<file path="config.mk">
export PLATFORM = sky130hd
export DESIGN_NAME = pattern_scan_ctrl
export DESIGN_NICKNAME = d
export VERILOG_FILES = /design/src/rtl/pattern_scan_ctrl.sv
export SDC_FILE = /design/constraint.sdc
export NUM_CORES = 1
export LEC_CHECK = 0
export BUFFER_PORTS_ARGS = -buffer_cell sky130_fd_sc_hd__buf_2
export CAP_MARGIN = 15
export CORE_MARGIN = 2
export CORE_UTILIZATION = 40
export CTS_CLUSTER_DIAMETER = 50
export DETAILED_ROUTE_END_ITERATION = 6
export PLACE_DENSITY_LB_ADDON = 0.2
export SYNTH_ARGS = -nofsm -noshare
export SYNTH_HDL_FRONTEND = slang
export SYNTH_SLANG_ARGS = --single-unit
</file>
<file path="constraint.sdc">
create_clock -name clk -period 3.4 [get_ports clk]
set_input_delay 1.02 -clock clk [delete_from_list [all_inputs] [get_ports clk]]
set_output_delay 1.02 -clock clk [all_outputs]
set_load 0.1 [all_outputs]
</file>
<file path="src/rtl/pattern_scan_ctrl.sv">
// pattern_scan_ctrl: serial bit-pattern matcher that scans DATA_W-bit words MSB first
// Ports:
//   clk, reset          rising-edge clock, synchronous active-high reset
//   cfg_we/cfg_pattern/cfg_len/cfg_overlap  pattern configuration, accepted only in IDLE
//   in_valid/in_data/in_ready               word input handshake
//   out_valid/out_ready/out_mask/out_count  per-word match mask and match count
//   total_count         saturating match count since reset or last config write
//   busy                high whenever the FSM is not IDLE
module pattern_scan_ctrl #(
  parameter int DATA_W = 16,
  localparam int CW = $clog2(DATA_W + 1),
  localparam int IW = $clog2(DATA_W)
) (
  input  logic              clk,
  input  logic              reset,
  input  logic              cfg_we,
  input  logic [7:0]        cfg_pattern,
  input  logic [3:0]        cfg_len,
  input  logic              cfg_overlap,
  input  logic              in_valid,
  input  logic [DATA_W-1:0] in_data,
  output logic              in_ready,
  output logic              out_valid,
  input  logic              out_ready,
  output logic [DATA_W-1:0] out_mask,
  output logic [CW-1:0]     out_count,
  output logic [15:0]       total_count,
  output logic              busy
);
  typedef enum logic [1:0] {IDLE, SCAN, DONE} state_t;
  state_t state_q, state_d;
  logic [DATA_W-1:0] data_q, data_d, mask_q, mask_d;
  logic [IW-1:0] idx_q, idx_d;
  logic [CW-1:0] count_q, count_d;
  logic [15:0] total_q, total_d;
  logic [7:0] hist_q, hist_d, pat_q, pat_d, hist_n, len_mask;
  logic [3:0] len_q, len_d;
  logic ovl_q, ovl_d, match, accept, cfg_ok;
  assign in_ready = state_q == IDLE && !cfg_we;
  assign accept = in_valid && in_ready;
  assign cfg_ok = state_q == IDLE && cfg_we;
  assign hist_n = {hist_q[6:0], data_q[DATA_W-1]};
  assign len_mask = 8'hFF >> (4'd8 - len_q);
  assign match = state_q == SCAN && ((hist_n ^ pat_q) & len_mask) == 8'h0;
  assign out_valid = state_q == DONE;
  assign busy = state_q != IDLE;
  assign out_mask = mask_q;
  assign out_count = count_q;
  assign total_count = total_q;
  always_comb begin
    state_d = state_q;
    data_d = data_q;
    mask_d = mask_q;
    idx_d = idx_q;
    count_d = count_q;
    total_d = total_q;
    hist_d = hist_q;
    pat_d = pat_q;
    len_d = len_q;
    ovl_d = ovl_q;
    if (cfg_ok) begin
      pat_d = cfg_pattern;
      len_d = cfg_len < 4'd2 ? 4'd2 : cfg_len > 4'd8 ? 4'd8 : cfg_len;
      ovl_d = cfg_overlap;
      hist_d = 8'h0;
      total_d = 16'h0;
    end
    if (accept) begin
      data_d = in_data;
      idx_d = IW'(DATA_W - 1);
      mask_d = '0;
      count_d = '0;
      state_d = SCAN;
    end
    if (state_q == SCAN) begin
      data_d = data_q << 1;
      // non-overlapping mode restarts matching from an empty history
      hist_d = match && !ovl_q ? 8'h0 : hist_n;
      idx_d = idx_q - IW'(1);
      mask_d = match ? mask_q | (DATA_W'(1) << idx_q) : mask_q;
      count_d = count_q + CW'(match);
      total_d = total_q + 16'(match && total_q != 16'hFFFF);
      state_d = idx_q == '0 ? DONE : SCAN;
    end
    if (state_q == DONE && out_ready) state_d = IDLE;
  end
  always_ff @(posedge clk) begin
    if (reset) begin
      state_q <= IDLE;
      data_q <= '0;
      mask_q <= '0;
      idx_q <= '0;
      count_q <= '0;
      total_q <= 16'h0;
      hist_q <= 8'h0;
      pat_q <= 8'b101;
      len_q <= 4'd3;
      ovl_q <= 1'b1;
    end else begin
      state_q <= state_d;
      data_q <= data_d;
      mask_q <= mask_d;
      idx_q <= idx_d;
      count_q <= count_d;
      total_q <= total_d;
      hist_q <= hist_d;
      pat_q <= pat_d;
      len_q <= len_d;
      ovl_q <= ovl_d;
    end
  end
endmodule

</file>
==> metrics <==
CP Class=flop to flop; syn nets=approximately 450; initial antenna violation count=0; area of the multi-input gates=1840 sq um; clock skew=roughly 0.009 ns; FFs w/ async S/R, synth=0%; Register Area=1580 sq um; HP Class=flop to flop; combinational power share=14.4%; Post-Synth Simple-Gate Area=a little over a fifth; port bufs=73; Max clock buf depth=2; global-route wire length before repair=approximately 14000 um; routed length per instance=between 10 and 15 um; DR iter-0 viols=120; commonest non-fill, non-tap cells in the layout=dfxtp_1 (78), buf_2 (73), nand2_1 (56); commonest non-fill, non-tap cell in the layout=dfxtp_1; Max VDD drop=0.221 mV; H-tree depth=3; Seq/Total Area, Yosys=44.8%; via count of the routed design=3097; share of layout cells above drive strength 1=24.8%; clock-pin slew on the worst setup and hold paths=around 0.080 ns; Synth top area share=approximately 45%; gpl congestion=0.758; status=complete, no violations; power per cell area=452 nW/um^2; length of the first detailed-routing pass in iterations=4; Die Wd=98.0 um; total gr overflow=0; Achievable Freq=around 320 MHz; final worst slack=roughly 0.25 ns; Synth Cell Area=3530 sq um; die height=about 98 um; Sum Neg Setup Slack=0 ns; largest family of logic cells by synthesized area=compound AO/OA/AOI/OAI gates; CTS tree=built; starting density of the core=about 41%; Worst Setup SP=len_q[1]; RSZ-0062 raised after global routing=no; Worst Reg-to-Reg Cells=14; Slew Viols, Final=0; CTS Buf Count=9; vias in the first global route=2936; clk_lat worst skew=0.35 ns; XOR/XNOR Fraction of Synth Area=approximately 2.5%; Clock power frac=33.7%; Synth Instances=400; Startpoint Class=flop; Hold Vio Cnt, Final=0; drt total wl=8340 um; Arr. time, crit path=~3.4 ns; Root Driver=clkbuf_8; switching share of power=about 28%; dominant cell type by area after synthesis=dfxtp_1; Routed Antenna Nets=0; FF-to-FF End=total_count[15]; Compound-Gate Fraction of Synth Area=between 20 and 25%; reg2reg setup slack=0.25 ns; Site Rows=34; antenna cell count=0; LEAKAGE=between 1.5 and 2 nW; Synth Register Bits=between 70 and 80; Power, Total=1.90 mW; actual slew at the worst max-slew pin=0.638 ns; core region area=8640 sq um; Layout Cells excl Fill=slightly below 600; I/O Pins=74; fillers=approximately 860; DP Wirelength=5920 um; R2R Path Start=len_q[1]; area grow syn2layout=19.1%; Int Pwr=about 1.4 mW; die area=approximately 9600 sq um; mux cell area share after synthesis=0.319%; gr usage total=17.7%; post-synth cell types=48; Critical Path End Type=flop; number of synthesized flops with an enable pin=0; Slew HR=57.5%; CTS Sinks=79; top cells by area, synth=dfxtp_1 (45%), a21oi_1 (6.7%), nand2_1 (6.0%), a22o_1 (5.0%), ha_1 (4.6%); Fin Hold WS=roughly 0.46 ns; Post-Place Cells=around 570; MaxCap Viol Count=0; Remaining DRCs=0; ys flop type=dfxtp_1; CP Max Fanout=6; mean post-synth cell area=8.83 sq um; nets=about 520; Crit path required time=3.62 ns; register share of total power=51.9%; largest net degree at the start of global routing=between 50 and 60; adder-cell share of the synthesized area=4.61%; Vias/cell=5.30; period utilization=92.7%; Period minus WS final=3.15 ns; pre-CTS setup slack=0.0180 ns; crit path to=total_count[15]; warnings from Yosys=0; Net Switching=531 uW; Final Setup Violations=0
## registers in the layout, indices dropped and copies added (netlist names)
| register | cells |
|---|---|
| state_q | 2 |
| out_count | 5 |
| len_q | 4 |
| out_mask | 16 |
| hist_q | 7 |
| ovl_q | 1 |
| total_count | 16 |
| idx_q | 4 |
| pat_q | 8 |
| data_q | 16 |
## cell families (layout without fill, tap and decap cells)
kind of cell | count (synthesis) | after routing
AND/OR/NAND/NOR | 149 | 149
AO/OA/AOI/OAI | 116 | 116
flip-flops | 79 | 79
buffers and inverters | 32 | 108
adder cells (fa/ha/maj) | 13 | 13
XOR/XNOR | 10 | 10
multiplexers | 1 | 1
## layout make-up
class | count | area share, %
Clock buffer | 12 | 3.93
Multi-Input combinational cell | 289 | 43.6
Inverter | 12 | 1.07
Tap cell | 108 | 3.21
Sequential cell | 79 | 37.6
Timing Repair Buffer | 81 | 10.1
Clock inverter | 3 | 0.416
## Yosys cell counts (2+ instances only)
cell        n
a21oi_1    47
buf_6       2
o21a_1      2
or2_2       6
o211ai_1    5
a211oi_1    5
nand2b_1    2
ha_1       13
nor3_1      4
nand4_1     9
nor2_2      2
dfxtp_1    79
a211o_1     2
nand3_1    19
nand2_1    56
inv_1      12
nor2_1     19
and2_1      2
or3_1       8
o21ai_0     9
a22oi_1    16
nor2b_1     3
a22o_1     20
buf_2       6
xnor2_1     3
o21bai_1    3
nand3b_1    8
a2bb2oi_1   2
clkbuf_1   11
xor2_1      7
## what timing repair did
action	in CTS	in global routing
setup buffers	0	0
gates resized for setup	0	6
hold buffers	0	0
endpoints found under the setup margin	0	8
## through the flow
| stage | util (%) | instance area (sq um) |
|---|---|---|
| 6_report | 48.7 | 4210 |
| 5_1_grt | 48.7 | 4210 |
| 4_1_cts | 48.4 | 4180 |
| 3_5_place_dp | 46.3 | 4000 |
| 3_3_place_gp | 46.3 | 4000 |
| 2_1_floorplan | - | 3530 |
## power by group through the flow
stage	logic, mW	clock network, mW	registers (mW)
after floorplan	0.193	0	1.01
after global placement	0.269	0	1.01
after detailed placement	0.271	0	1.01
after CTS	0.273	0.661	0.986
after global routing	0.304	0.698	0.991
final	0.274	0.640	0.987
## worst min path at each step
stage / from / endpoint / slack, ns / depth (start not counted)
2_1_floorplan: data_q[10] / data_q[10] / 0.44 / 2
3_5_place_dp: data_q[12] / data_q[12] / 0.45 / 2
5_1_grt: data_q[8] / data_q[8] / 0.48 / 2
3_3_place_gp: data_q[12] / data_q[12] / 0.44 / 2
4_1_cts: data_q[12] / data_q[12] / 0.46 / 2
6_report: data_q[12] / data_q[12] / 0.46 / 2
## layer usage
| layer | wire (um) | track usage [%] |
|---|---|---|
| met4 | 95 | 5.13 |
| met2 | 3760 | 27.6 |
| met5 | 0 | 0 |
| met3 | 391 | 5.30 |
| met1 | 4100 | 23.8 |
## critical path, cell delays in order, from the launching register on
cell and delay (ns):
dfxtp_1 0.36, inv_1 0.07, ha_1 0.22, ha_4 0.30, nor2_1 0.04, a22oi_1 0.17, nand4_1 0.17, or2_4 0.30
a21oi_2 0.16, ha_2 0.22, nand3_1 0.15, or3_4 0.38, or3_1 0.34, nand4b_1 0.11, o31ai_1 0.07
Note: power is estimated with default switching activity, not from simulation.
